### src/rtl/crc32_stream.sv
// crc32_stream -- streaming CRC-32 engine for the Ethernet MAC datapath.
//
// A frame arrives as DATA_W-bit beats with a per-byte keep mask. The beat
// carrying in_last closes the frame. One cycle later the reflected, inverted
// FCS is presented together with a residue flag (RX check), a keep-violation
// flag and a saturating byte count.
//
// Ports
//   clk        clock
//   rst        synchronous reset, active-high
//   in_valid   beat present
//   in_ready   beat accepted when in_valid & in_ready
//   in_data    beat data, lane 0 = in_data[7:0] = first byte on the wire
//   in_keep    byte-valid mask, one bit per lane
//   in_last    final beat of the frame
//   in_abort   discard the current frame (ignored while the result is shown)
//   out_valid  one-cycle result strobe
//   out_crc    final CRC after output reflection and XOROUT
//   out_ok     out_crc equals RESIDUE (good frame with FCS included)
//   out_err    keep violation seen in the frame
//   out_bytes  bytes counted in the frame, saturating at 16'hFFFF
//
// State | meaning
// IDLE  | waiting for the first beat, accumulator holds INIT
// ACC   | inside a frame, folding each accepted beat
// DONE  | result strobe cycle, input stalled
module crc32_stream #(
    parameter int          DATA_W  = 8,
    parameter logic [31:0] POLY    = 32'h04C11DB7,
    parameter logic [31:0] INIT    = 32'hFFFFFFFF,
    parameter logic [31:0] XOROUT  = 32'hFFFFFFFF,
    parameter bit          REFIN   = 1'b1,
    parameter bit          REFOUT  = 1'b1,
    parameter logic [31:0] RESIDUE = 32'h2144DF1C
) (
    input  logic                clk,
    input  logic                rst,
    input  logic                in_valid,
    output logic                in_ready,
    input  logic [DATA_W-1:0]   in_data,
    input  logic [DATA_W/8-1:0] in_keep,
    input  logic                in_last,
    input  logic                in_abort,
    output logic                out_valid,
    output logic [31:0]         out_crc,
    output logic                out_ok,
    output logic                out_err,
    output logic [15:0]         out_bytes
);
    localparam int NB = DATA_W / 8;

    typedef enum logic [1:0] {IDLE, ACC, DONE} state_t;

    state_t      state;
    logic [31:0] acc;
    logic [31:0] acc_next;
    logic [31:0] acc_rev;
    logic [31:0] crc_final;
    logic [15:0] byte_cnt;
    logic [15:0] byte_cnt_next;
    logic [16:0] byte_sum;
    logic [3:0]  keep_pop;
    logic [NB-1:0] keep_inc;
    logic        keep_contig;
    logic        keep_bad;
    logic        err;

    // One byte folded MSB-first into the accumulator (normal-form CRC).
    function automatic logic [31:0] fold_byte(input logic [31:0] c, input logic [7:0] b);
        logic [31:0] r;
        logic [7:0]  d;
        d = '0;
        for (int i = 0; i < 8; i++) begin
            d[i] = REFIN ? b[7-i] : b[i];
        end
        r = c ^ {d, 24'h000000};
        for (int k = 0; k < 8; k++) begin
            r = r[31] ? ((r << 1) ^ POLY) : (r << 1);
        end
        return r;
    endfunction

    // Whole beat folded in lane order in a single cycle; skipped lanes pass through.
    always_comb begin
        acc_next = acc;
        keep_pop = '0;
        for (int l = 0; l < NB; l++) begin
            if (in_keep[l]) begin
                acc_next = fold_byte(acc_next, in_data[8*l +: 8]);
                keep_pop = keep_pop + 4'd1;
            end
        end
    end

    always_comb begin
        acc_rev = '0;
        for (int i = 0; i < 32; i++) begin
            acc_rev[i] = acc_next[31-i];
        end
        crc_final = (REFOUT ? acc_rev : acc_next) ^ XOROUT;
    end

    // keep & (keep+1) is zero only for a run of ones starting at lane 0 (or no ones).
    assign keep_inc    = in_keep + NB'(1);
    assign keep_contig = ((in_keep & keep_inc) == '0);
    assign keep_bad    = in_last ? !keep_contig : !(&in_keep);

    assign byte_sum      = {1'b0, byte_cnt} + {13'h0000, keep_pop};
    assign byte_cnt_next = byte_sum[16] ? 16'hFFFF : byte_sum[15:0];

    always_ff @(posedge clk) begin
        if (rst) begin
            state     <= IDLE;
            in_ready  <= 1'b1;
            acc       <= INIT;
            byte_cnt  <= '0;
            err       <= 1'b0;
            out_valid <= 1'b0;
            out_crc   <= '0;
            out_ok    <= 1'b0;
            out_err   <= 1'b0;
            out_bytes <= '0;
        end else begin
            out_valid <= 1'b0;
            case (state)
                IDLE, ACC: begin
                    if (in_abort) begin
                        // abort beats a simultaneous beat: it is dropped unseen
                        state    <= IDLE;
                        acc      <= INIT;
                        byte_cnt <= '0;
                        err      <= 1'b0;
                    end else if (in_valid) begin
                        if (in_last) begin
                            state     <= DONE;
                            in_ready  <= 1'b0;
                            out_valid <= 1'b1;
                            out_crc   <= crc_final;
                            out_ok    <= (crc_final == RESIDUE);
                            out_err   <= err | keep_bad;
                            out_bytes <= byte_cnt_next;
                            acc       <= INIT;
                            byte_cnt  <= '0;
                            err       <= 1'b0;
                        end else begin
                            state    <= ACC;
                            acc      <= acc_next;
                            byte_cnt <= byte_cnt_next;
                            err      <= err | keep_bad;
                        end
                    end
                end
                DONE: begin
                    state    <= IDLE;
                    in_ready <= 1'b1;
                    acc      <= INIT;
                end
                default: begin
                    state    <= IDLE;
                    in_ready <= 1'b1;
                    acc      <= INIT;
                end
            endcase
        end
    end
endmodule

### config.mk
export PLATFORM = sky130hd
export DESIGN_NAME = crc32_stream
export DESIGN_NICKNAME = d
export VERILOG_FILES = /design/src/rtl/crc32_stream.sv
export SDC_FILE = /design/constraint.sdc
export NUM_CORES = 1
export LEC_CHECK = 0
export BUFFER_PORTS_ARGS = -buffer_cell sky130_fd_sc_hd__clkbuf_2
export CORE_ASPECT_RATIO = 1.25
export CORE_MARGIN = 2
export CORE_UTILIZATION = 30
export CTS_CLUSTER_SIZE = 24
export DETAILED_ROUTE_END_ITERATION = 7
export GPL_TIMING_DRIVEN = 0
export PLACE_DENSITY_LB_ADDON = 0.08
export SETUP_SLACK_MARGIN = 0.5
export SLEW_MARGIN = 15
export SYNTH_ARGS = -nofsm -noshare
export SYNTH_HDL_FRONTEND = slang
export SYNTH_SLANG_ARGS = --single-unit
### constraint.sdc
create_clock -name clk -period 2.42 [get_ports clk]
set_input_delay 0.484 -clock clk [delete_from_list [all_inputs] [get_ports clk]]
set_output_delay 0.484 -clock clk [all_outputs]
set_load 0.02 [all_outputs]
-- Yosys cells after proc, flatten, opt, wreduce, memory -nomap -nowiden
Cells that the tools add are included.
- $add $sub $neg: 2
- equality and inequality tests: 2
- mux-type cells: 21
- bitwise operators: 15
- reduce and logical (&&, ||, !) cells: 10
- operators by type and width (cell ; count):
    2-to-1 mux 27 bit ; 8
    inverter 14 bit ; 8
    2-to-1 mux 16 bit ; 4
    2-to-1 mux 32 bit ; 2
    equality test 32 x 30 -> 1 bit (second input constant) ; 1
    inverter 32 bit ; 1
    XOR 32 bit ; 1
    adder 16 x 1 -> 17 bit ; 1
    2-to-1 mux 1 bit ; 6
    AND reduction 4 bit ; 1
    OR reduction 2 bit ; 2
    OR reduction 4 bit ; 1
    inverter 1 bit ; 3
    AND reduction 3 bit ; 1
    OR reduction 3 bit ; 1
    equality test 2 x 1 -> 1 bit (second input constant) ; 1
    zero test 2 bit ; 1
    2-to-1 mux 2 bit ; 1
    AND reduction 2 bit ; 1
    nonzero test 2 bit ; 1
    adder 1 bit (second input constant) ; 1
    bitwise AND 1 bit ; 1
    zero test 1 bit ; 1
    OR 1 bit ; 1
- register bits after elaboration: 103
- input bits: 14
- logic and storage cells: 60

-- Logic depth before layout (Yosys ltp)
Gate-level depths: netlist of run 1.
- depth in word-level cells: 20
- mapped depth: 9
- depth with buffers taken out: 9

-- Worst setup path before layout of run 1
Ideal clock, no wire load.
- path type: in2reg
- start point: in in_keep
- end point: reg acc[21]
- arrival: 2.210 ns
- path slack: 0.080 ns
- cell stages on the path: 7
- path buffers: 4
- path through: clkbuf_1 > buf_1 > clkbuf_1 > buf_1 > mux2i_1 > o2bb2ai_1 > nand2_1
- cells in the longest elaborated chain, start to end: 2
- ends and longest elaborated chain (item ; RTL line ; RTL):
    start, declared ; 41 ; input logic [DATA_W/8-1:0] in_keep,
    2-to-1 mux 32 bit ; 88 ; if (in_keep[l]) begin
    2-to-1 mux 32 bit ; 134 ; if (in_last) begin
    end signal, assigned ; 147 ; acc <= acc_next;
    end, declared ; 55 ; logic [31:0] acc;
No other way between the ends.
A chain may end at the register's enable or synchronous reset.

-- Worst setup path in the final report of run 1
- start point: in in_keep
- end point: reg out_ok
- cells in the longest elaborated chain, start to end: 3
- ends and longest elaborated chain (item ; RTL line ; RTL):
    2-to-1 mux 32 bit ; 88 ;
    inverter 32 bit (no line) ; n/a ;
    equality test 32 x 30 -> 1 bit ; 139 ; out_ok <= (crc_final == RESIDUE);
    end signal, assigned ; 139 ;
    end, declared ; 46 ; output logic out_ok,
No other way between the ends.

==> results of run 1 <==
-- tightest hold or removal path: stages (launching register included) --
cell     delay, ns
dfxtp_1       0.31
nand2_1       0.05
a21oi_1       0.05
-- cells by family after synthesis --
kind of cell / after synthesis
buffers and inverters: 45
AO/OA/AOI/OAI: 147
adder cells (fa/ha/maj): 2
multiplexers: 21
XOR/XNOR: 74
flip-flops: 102
AND/OR/NAND/NOR: 213
-- report_power, final --
group / total (mW) / internal (mW) / switching [mW]
clock network: 1.51 / 0.810 / 0.702
logic: 1.32 / 0.670 / 0.650
registers: 1.75 / 1.71 / 0.0359
total: 4.58 / 3.19 / 1.39
-- flip-flops by register name, summed over array words and instances (netlist names) --
| register | flops |
|---|---|
| err | 1 |
| state | 1 |
| out_valid | 1 |
| in_ready | 1 |
| out_crc | 32 |
| acc | 32 |
| out_err | 1 |
| out_ok | 1 |
| byte_cnt | 16 |
| out_bytes | 16 |
-- metal layers --
layer | GRT usage | up-vias | share of wire
met5 | 0 | - | 0
met1 | 0.2284 | 2416 | 0.41
met4 | 0.06981 | 0 | 0.026
met3 | 0.03153 | 24 | 0.029
li1 | - | 2415 | -
met2 | 0.3545 | 86 | 0.54
-- metrics by stage --
| step | area [sq um] | util |
|---|---|---|
| floorplan | 5554 | - |
| global placement | 6155 | 0.3517 |
| detailed placement | 6155 | 0.3517 |
| CTS | 7313 | 0.4179 |
| global route | 7815 | 0.4466 |
| finish | 7815 | 0.4466 |
-- repair_timing --
action	4_1_cts	5_1_grt
setup buffers	44	24
resized for setup	96	66
hold buffers	0	0
setup endpoints to repair	94	77
pin swaps	21	31
cloned	0	2
-- area by class of cell --
cell class | instances | area [sq um]
fill | 1699 | 9684
multi-input combinational | 457 | 3867
sequential | 102 | 2078
timing repair buffer | 134 | 1032
tap | 224 | 280.3
buffer | 42 | 246.5
clock buffer | 10 | 229.0
clock inverter | 6 | 70.07
inverter | 3 | 11.26
-- synth_stat cells, types with 10 or more instances --
cell      instances
clkbuf_1         36
xnor3_1          14
xnor2_1          38
a21oi_1          55
a311oi_1         10
nor3_1           15
mux2i_1          13
nor2_1           75
a211oi_1         13
o22ai_1          17
nand2_1          82
dfxtp_1         102
o21ai_0          27
-- cell usage in the layout, fill, tap and decap left out, drive strengths merged, types with 2 or more instances in the layout --
master and n:
nor4 3, a31oi 2, buf 76, nor3 15, nand3 4, clkbuf 110
nor4b 2, nor2 75, o2bb2ai 9, xor3 4, or3 4, a22oi 3
nor2b 7, ha 2, and2 2, xnor2 46, clkinvlp 3, a311oi 10
xor2 8, dfxtp 102, nand2b 4, o21ai 30, nand4 4, xnor3 16
o22ai 17, mux2i 13, and3 4, nand2 82, o21bai 2, inv 4
a21oi 55, a211oi 13, mux2 8, nor3b 4
-- worst max-delay path by stage --
stage	slack, ns	start	cells past startpoint	end
after floorplan	0.33	in_data[2]	7	out_ok
after global placement	-0.61	in_keep	8	out_ok
after detailed placement	-0.62	in_keep	8	out_ok
after CTS	0.23	acc[20]	7	out_ok
after global routing	0.09	in_keep	9	out_ok
final	0.19	in_keep	9	out_ok
==> flow_metrics.py, run 1 <==
metrics = {
    "run_status": {
        "status": "completed",
    },
    "timing": {
        "rsz0062_at_grt": "true",
        "fin_crit_sh": 0.9197,
        "setup_ws_ns": 0.1943,
        "tns_ns": 0,
        "fin_skew_ns": 0.008280,
        "fin_crit_ns": 2.226,
        "slew_viol_final": 0,
        "worstMarginPinSlew_ns": 0.6555,
        "clock.fmax_ghz": 0.4493,
        "relSlewSlack": 0.5630,
        "worst_hold_slack_ns": 0.4574,
        "hold_violations": 0,
        "setup_viol": 0,
    },
    "worst_setup_path": {
        "slowest_stage": "clkbuf_4",
        "r2r_start": "acc[28]",
        "crit_path_frequent_cell": "clkbuf_4",
        "required_ns": 2.71,
        "worstPathArrival_ns": 2.52,
        "worstPathMaxFanout": 10,
        "r2r_slack_ns": 0.21,
        "cp-end-kind": "flop",
        "cp_top_family": "buffers and inverters",
        "r2r_cells": 8,
        "cp_cell_sequence": "clkbuf_2, clkbuf_4, buf_4, clkbuf_4, a21oi_1, nor4_1, nand4_1, nor4_2, a31o_1",
        "path_class": "primary input to flop",
        "critPathLaunchType": "primary input",
        "path_buf_inv": 4,
        "slowest_delay_ns": 0.30,
        "r2r_end": "out_ok",
    },
    "cells_and_area": {
        "antenna_cells": 0,
        "syn_to_final_growth_pct": 45.53,
        "layout-drive-gt1-share": 0.3873,
        "finalNonFillerCells": 978,
        "final_nets": 765,
    },
    "cts": {
        "clkLatencyLatePin_ns": 0.35,
        "path_clk_slew_ns": 0.07,
        "cts_tree": "yes",
        "clock_sinks": 102,
        "cts-buffers-inserted": 9,
        "cts_root_buf": "clkbuf_16",
        "h-tree-depth": 3,
        "clock_path_buffers": 2,
    },
    "global_routing": {
        "grt_max_degree": 18,
        "grt_use_total": 0.1958,
        "grt_first_pass_wirelength_microns": 28070,
        "grt_pass1_vias": 4948,
        "grt_overflow": 0,
        "antenna_found_initial": 0,
    },
    "detailed_routing": {
        "viasPerCell": 5.052,
        "wl_microns": 18430,
        "vias": 4941,
        "drc": 0,
        "postRouteAntennaNets": 0,
        "drt-wirelength-per-cell_microns": 18.84,
        "firstDrtPassIters": 4,
        "detail_route.iter0.violations": 208,
    },
    "power_and_ir_drop": {
        "p_per_area_nw_per_um2": 586.3,
        "power_leakage_nw": 3.097,
        "power_mw": 4.582,
        "ir_drop_mv": 0.3423,
    },
    "floorplanning": {
        "row_count": 54,
        "initial_core_util": 0.3069,
        "ios": 66,
        "dieArea_sq_um": 18990,
        "dieWidth_microns": 123.7,
        "die_h_microns": 153.6,
        "core_area_sq_um": 17500,
    },
    "synthesis": {
        "async_reset_ff_frac": 0,
        "synth_compound_area_frac": 0.1699,
        "ys.flop_type": "dfxtp_1",
        "synthCells": 604,
        "synth_warnings": 0,
        "synth_edf_count": 0,
        "ys_ff_latch": 102,
        "synth_top_family_by_area": "XOR/XNOR gates",
        "synthMuxAreaShare": 0.04101,
        "synthXorXnorAreaFrac": 0.1978,
        "yosys.area.top_type_share": 0.3802,
        "synthesis.nets": 620,
        "synth_area_per_cell_sq_um": 8.891,
        "synthDistinctLibCells": 52,
        "synthTopCellsByArea": "dfxtp_1, xnor2_1, xnor3_1",
        "yosys.area_share.simple": 0.1745,
        "synth_top_area_cell": "dfxtp_1",
        "ys_seq_area_frac": 0.3802,
        "syn_area_sq_um": 5370,
        "synth_fa_ha_area_frac": 0.004660,
    },
    "min_path": {
        "hp-class": "flop to flop",
        "min_to": "out_crc[4]",
        "hp-start": "out_crc[4]",
        "hold_depth": 2,
    },
    "placement": {
        "hpwl_microns": 13450,
        "post-place-cells": 892,
        "pre_cts_ws_ns": -0.6208,
        "place_congestion": 0.8341,
        "io_buffers": 64,
    },
    "job": {
        "maxCapViolCount": 0,
    },
}
Power figures use the tool's default switching activity.
==> run 2, diff against run 1 <==
CORE_UTILIZATION = 40   (was 30)
CTS_BUF_LIST = sky130_fd_sc_hd__clkbuf_16   (was default)
==> run 2 against run 1 <==
Compared with the run above: sequential share of layout area down 0.12 points; first-iteration DRC count up 78%; final cell count down 5.1%; worst hold slack better by 0.0020 ns; die area down 24%; critical path depth unchanged; routed wire length down 2.0%; sequential power about the same; maximum frequency down 1.9%; clock power down 3%; sequential cell count unchanged.
==> flow_metrics.py, run 2 (synthesis results as in run 1) <==
metrics = {
    "run_status": {
        "status": "completed",
    },
    "power_and_ir_drop": {
        "power_mw": 4.559,
        "p_switching_mw": 1.371,
        "intPower_mw": 3.188,
        "clkPwrFrac": 0.319,
        "ir_drop_mv": 0.4244,
        "p_per_area_nw_per_um2": 581.5,
        "p_sw_frac": 0.3006,
        "power_leakage_nw": 3.191,
        "seqPwrFrac": 0.384,
        "p_comb_frac": 0.297,
    },
    "worst_setup_path": {
        "cp_cell_sequence": "xnor2_4, buf_12, buf_12, xor2_4, xnor2_1, mux2i_2, nand4_1, nor4_2, a31o_1",
        "worstPathMaxFanout": 5,
        "r2r_cells": 9,
        "critPathLaunchType": "flop",
        "cp-end-kind": "flop",
        "path_buf_inv": 2,
        "slowest_stage": "dfxtp_4",
        "r2r_slack_ns": 0.15,
        "r2r_end": "out_ok",
        "slowest_delay_ns": 0.37,
        "worstPathArrival_ns": 2.57,
        "path_class": "flop to flop",
        "crit_cells": 9,
        "cp-startpoint": "acc[29]",
        "r2r_start": "acc[29]",
        "crit_path_frequent_cell": "buf_12",
        "required_ns": 2.73,
        "crit_end": "out_ok",
        "cp_top_family": "simple AND/OR/NAND/NOR gates",
    },
    "global_routing": {
        "grt_overflow": 0,
        "antenna_found_initial": 0,
        "grt_max_degree": 16,
        "grt_pass1_vias": 4779,
        "grt_use_total": 0.2417,
        "grt_first_pass_wirelength_microns": 26330,
    },
    "cells_and_area": {
        "utilization": 0.5952,
        "layout-drive-gt1-share": 0.4042,
        "multi_input_area_sq_um": 3961,
        "final_nets": 769,
        "finalNonFillerCells": 928,
        "mostFrequentLayoutCells": "dfxtp_1, nand2_1, nor2_1, clkbuf_2, buf_4",
        "syn_to_final_growth_pct": 45.99,
        "nFillCells": 1158,
        "top_regs": "acc x32, out_crc x32",
        "regArea_sq_um": 2076,
        "final_common_cell": "dfxtp_1",
        "antenna_cells": 0,
    },
    "floorplanning": {
        "ios": 66,
        "initial_core_util": 0.4077,
        "die_h_microns": 133.5,
        "core_area_sq_um": 13170,
        "dieArea_sq_um": 14370,
        "dieWidth_microns": 107.6,
        "row_count": 47,
    },
    "timing": {
        "fin_crit_sh": 0.9373,
        "slew_viol_final": 0,
        "worstMarginPinSlew_ns": 0.7035,
        "rsz0062_at_grt": "true",
        "hold_violations": 0,
        "fin_crit_ns": 2.268,
        "setup_viol": 0,
        "setup_ws_ns": 0.1518,
        "clock.fmax_ghz": 0.4409,
        "fin_skew_ns": 0.009047,
        "relSlewSlack": 0.5310,
    },
    "placement": {
        "place_congestion": 0.8640,
        "pre_cts_ws_ns": -0.5350,
        "io_buffers": 64,
        "hpwl_microns": 12300,
        "post-place-cells": 839,
    },
    "detailed_routing": {
        "viasPerCell": 5.474,
        "vias": 5080,
        "drt-wirelength-per-cell_microns": 19.46,
        "detail_route.iter0.violations": 371,
        "firstDrtPassIters": 5,
        "wl_microns": 18060,
        "postRouteAntennaNets": 0,
        "drc": 0,
    },
    "cts": {
        "cts_root_buf": "clkbuf_16",
        "ctsHoldBuffers": 0,
        "clock_path_buffers": 2,
        "cts-buffers-inserted": 9,
        "clkLatencyLatePin_ns": 0.36,
        "clock_sinks": 102,
        "h-tree-depth": 3,
        "cts_tree": "yes",
        "path_clk_slew_ns": 0.07,
    },
    "min_path": {
        "hp-class": "flop to flop",
    },
    "job": {
        "maxCapViolCount": 0,
    },
}
-- run 2: worst min-delay path by stage --
| stage | start | to | slack, ns | cells past startpoint |
|---|---|---|---|---|
| 3_3_place_gp | out_crc[19] | out_crc[19] | 0.45 | 2 |
| 3_5_place_dp | out_crc[0] | out_crc[0] | 0.45 | 2 |
| 6_report | out_crc[0] | out_crc[0] | 0.46 | 2 |
| 5_1_grt | out_crc[20] | out_crc[20] | 0.48 | 2 |
| 4_1_cts | out_crc[0] | out_crc[0] | 0.46 | 2 |
| 2_1_floorplan | err | err | 0.45 | 2 |
-- run 2: cell type report --
class                      count  area share
buffer                        42     0.03240
clock buffer                   9     0.02873
clock inverter                 6    0.007022
inverter                       3    0.001436
multi-input combinational    457      0.5053
sequential                   102      0.2648
tap                          171     0.02729
timing repair buffer         138      0.1331
-- run 2: power groups by stage --
stage | clock, mW | sequential, mW | combinational [mW]
finish | 1.46 | 1.75 | 1.35
global route | 1.53 | 1.76 | 1.42
CTS | 1.46 | 1.75 | 1.17
detailed placement | 0 | 1.80 | 0.895
global placement | 0 | 1.79 | 0.890
floorplan | 0 | 1.83 | 0.621
-- run 2: layer usage --
layer  vias to the layer above  share of wire  global-route usage  wire [microns]
met2                       149           0.55              0.4472            9906
met3                        27          0.039             0.03914             698
li1                       2416              -                   -               -
met5                         -              0                   0               0
met1                      2488           0.39              0.2733            7008
met4                         0          0.025             0.09259             444
-- run 2: tightest hold or removal path: cells and delay by family (launching register included) --
family,cells,cell delay (ns)
AOI/OAI and AO/OA,1,0.05
DFF,1,0.31
and+or+nand+nor,1,0.05
-- run 2: repair_timing --
item	in CTS	in global routing
pin swaps	29	39
hold endpoints to repair	0	0
buffers inserted	50	24
resized for setup	100	92
setup endpoints to repair	93	69
-- run 2: through the flow --
stage / instance area [sq um] / hold WS [ns] / setup TNS, ns
finish: 7840 / 0.4594 / 0
global route: 7840 / 0.4778 / 0
CTS: 7297 / 0.4590 / 0
global placement: 6088 / 0.4495 / -6.119
floorplan: 5554 / 0.4503 / 0
detailed placement: 6088 / 0.4495 / -7.156
==> run 3, diff against run 2 <==
GPL_TIMING_DRIVEN = 1   (was 0)
==> run 3 against run 2 <==
Compared with the run above: final area is 4.0% lower; clock power up 3%; final cell count shrank 2.6%; register-to-register slack improved by 0.05 ns; die area did not move; critical endpoint unchanged; critical path depth is 2 lower; highest routed layer unchanged; worst hold slack gained 0.0028 ns; via count down 4.3%.
==> flow_metrics.py, run 3 (synthesis results as in run 1) <==
metrics = {
    "placement": {
        "post-place-cells": 848,
        "hpwl_microns": 11180,
        "place_congestion": 0.8487,
        "io_buffers": 65,
        "pre_cts_ws_ns": -0.06119,
    },
    "timing": {
        "relSlewSlack": 0.4949,
        "clock.fmax_ghz": 0.4517,
        "hold_violations": 0,
        "fin_skew_ns": 0.007057,
        "fin_crit_ns": 2.214,
        "setup_viol": 0,
        "rsz0062_at_grt": "true",
        "worstMarginPinSlew_ns": 0.7572,
        "slew_viol_final": 0,
        "fin_crit_sh": 0.9149,
        "setup_ws_ns": 0.2060,
    },
    "detailed_routing": {
        "drc": 0,
        "vias": 4864,
        "postRouteAntennaNets": 0,
        "firstDrtPassIters": 4,
        "drt-wirelength-per-cell_microns": 18.25,
        "detail_route.iter0.violations": 281,
        "wl_microns": 16500,
        "viasPerCell": 5.381,
    },
    "worst_setup_path": {
        "r2r_start": "acc[27]",
        "worstPathArrival_ns": 2.51,
        "cp-startpoint": "acc[27]",
        "required_ns": 2.72,
        "critPathLaunchType": "flop",
        "r2r_cells": 7,
        "cp-end-kind": "flop",
        "r2r_end": "out_ok",
        "crit_end": "out_ok",
        "path_class": "flop to flop",
        "r2r_slack_ns": 0.21,
        "worstPathMaxFanout": 4,
    },
    "cells_and_area": {
        "nFillCells": 1187,
        "syn_to_final_growth_pct": 40.14,
        "layout-drive-gt1-share": 0.3956,
        "final_nets": 744,
        "antenna_cells": 0,
        "top_regs": "acc x32, out_crc x32",
        "mostFrequentLayoutCells": "dfxtp_1, nand2_1, nor2_1, clkbuf_2, buf_4",
        "finalNonFillerCells": 904,
        "final_common_cell": "dfxtp_1",
    },
    "cts": {
        "clock_sinks": 102,
        "h-tree-depth": 3,
        "path_clk_slew_ns": 0.08,
        "clkLatencyLatePin_ns": 0.35,
        "cts-buffers-inserted": 9,
        "cts_root_buf": "clkbuf_16",
        "cts_tree": "yes",
        "clock_path_buffers": 2,
        "ctsHoldBuffers": 0,
    },
    "global_routing": {
        "antenna_found_initial": 0,
        "grt_pass1_vias": 4607,
        "grt_overflow": 0,
        "grt_use_total": 0.2227,
        "grt_first_pass_wirelength_microns": 24780,
        "grt_max_degree": 47,
    },
    "power_and_ir_drop": {
        "power_leakage_nw": 3.090,
        "ir_drop_mv": 0.2897,
        "p_per_area_nw_per_um2": 598.7,
    },
    "min_path": {
        "hold_depth": 2,
        "hp-class": "flop to flop",
    },
    "floorplanning": {
        "die_h_microns": 133.5,
        "core_area_sq_um": 13170,
        "dieWidth_microns": 107.6,
        "dieArea_sq_um": 14370,
        "initial_core_util": 0.4077,
        "row_count": 47,
        "ios": 66,
    },
    "run_status": {
        "status": "completed",
    },
    "job": {
        "maxCapViolCount": 0,
    },
}
run 3: cell types whose count changed in the layout (fill, tap and decap cells not counted), moves of 5 or more:
cell,change
buf_6,+6
mux2i_4,-6
a311oi_2,-9
a311oi_1,+9
clkbuf_1,-21
buf_12,-5
mux2i_1,+6
clkbuf_2,-7
buf_4,+10
run 3: how the worst min path moves through the flow:
stage / startpoint / end / slack (ns)
after floorplan: err / err / 0.45
after global placement: out_crc[16] / out_crc[16] / 0.45
after detailed placement: out_crc[15] / out_crc[15] / 0.45
after CTS: out_crc[15] / out_crc[15] / 0.46
after global routing: out_crc[0] / out_crc[0] / 0.48
final: out_crc[0] / out_crc[0] / 0.46
run 3: area by class of cell:
| type | count | area (sq um) | share of cell area |
|---|---|---|---|
| multi-input combinational | 458 | 3800 | 0.5049 |
| sequential | 102 | 2072 | 0.2753 |
| timing repair buffer | 154 | 1130 | 0.1501 |
| clock buffer | 9 | 225.2 | 0.02993 |
| tap | 171 | 214.0 | 0.02843 |
| clock inverter | 7 | 73.82 | 0.009809 |
| inverter | 3 | 11.26 | 0.001496 |
run 3: critical path: stages, from the launching register on:
cell     delay [ns]
dfxtp_4        0.38
xnor2_4        0.24
xnor3_2        0.50
xnor3_1        0.25
mux2_4         0.17
nand4_1        0.10
nor4_2         0.33
a31o_1         0.20
run 3: what timing repair did:
action,CTS,global route
endpoints found under the hold margin,0,0
resized for setup,58,71
endpoints found under the setup margin,56,61
pin swaps,26,43
buffers inserted,26,13
gates cloned,0,1
run 3: through the flow:
step | instance area (sq um) | hold slack [ns] | total power [mW] | utilization | TNS [ns]
CTS | 7103 | 0.4605 | 4.406 | 0.5392 | 0
global placement | 6337 | 0.4476 | 2.778 | 0.4811 | -0.01926
global route | 7526 | 0.4827 | 4.666 | 0.5713 | 0
finish | 7526 | 0.4622 | 4.505 | 0.5713 | 0
floorplan | 5554 | 0.4503 | 2.449 | - | 0
detailed placement | 6337 | 0.4500 | 2.782 | 0.4811 | -0.1165
run 3: power breakdown:
part,total (mW),switching [mW],internal [mW]
sequential,1.75,0.0346,1.72
combinational,1.24,0.604,0.636
clock,1.51,0.705,0.809
run 3: routing by layer:
metal	part of all wire	GRT usage	vias to the layer above	wire length, microns
li1	-	-	2361	-
met1	0.40	0.2720	2353	6639
met2	0.53	0.3945	120	8791
met3	0.035	0.03425	30	581
met4	0.030	0.07692	0	489
met5	0	0	-	0
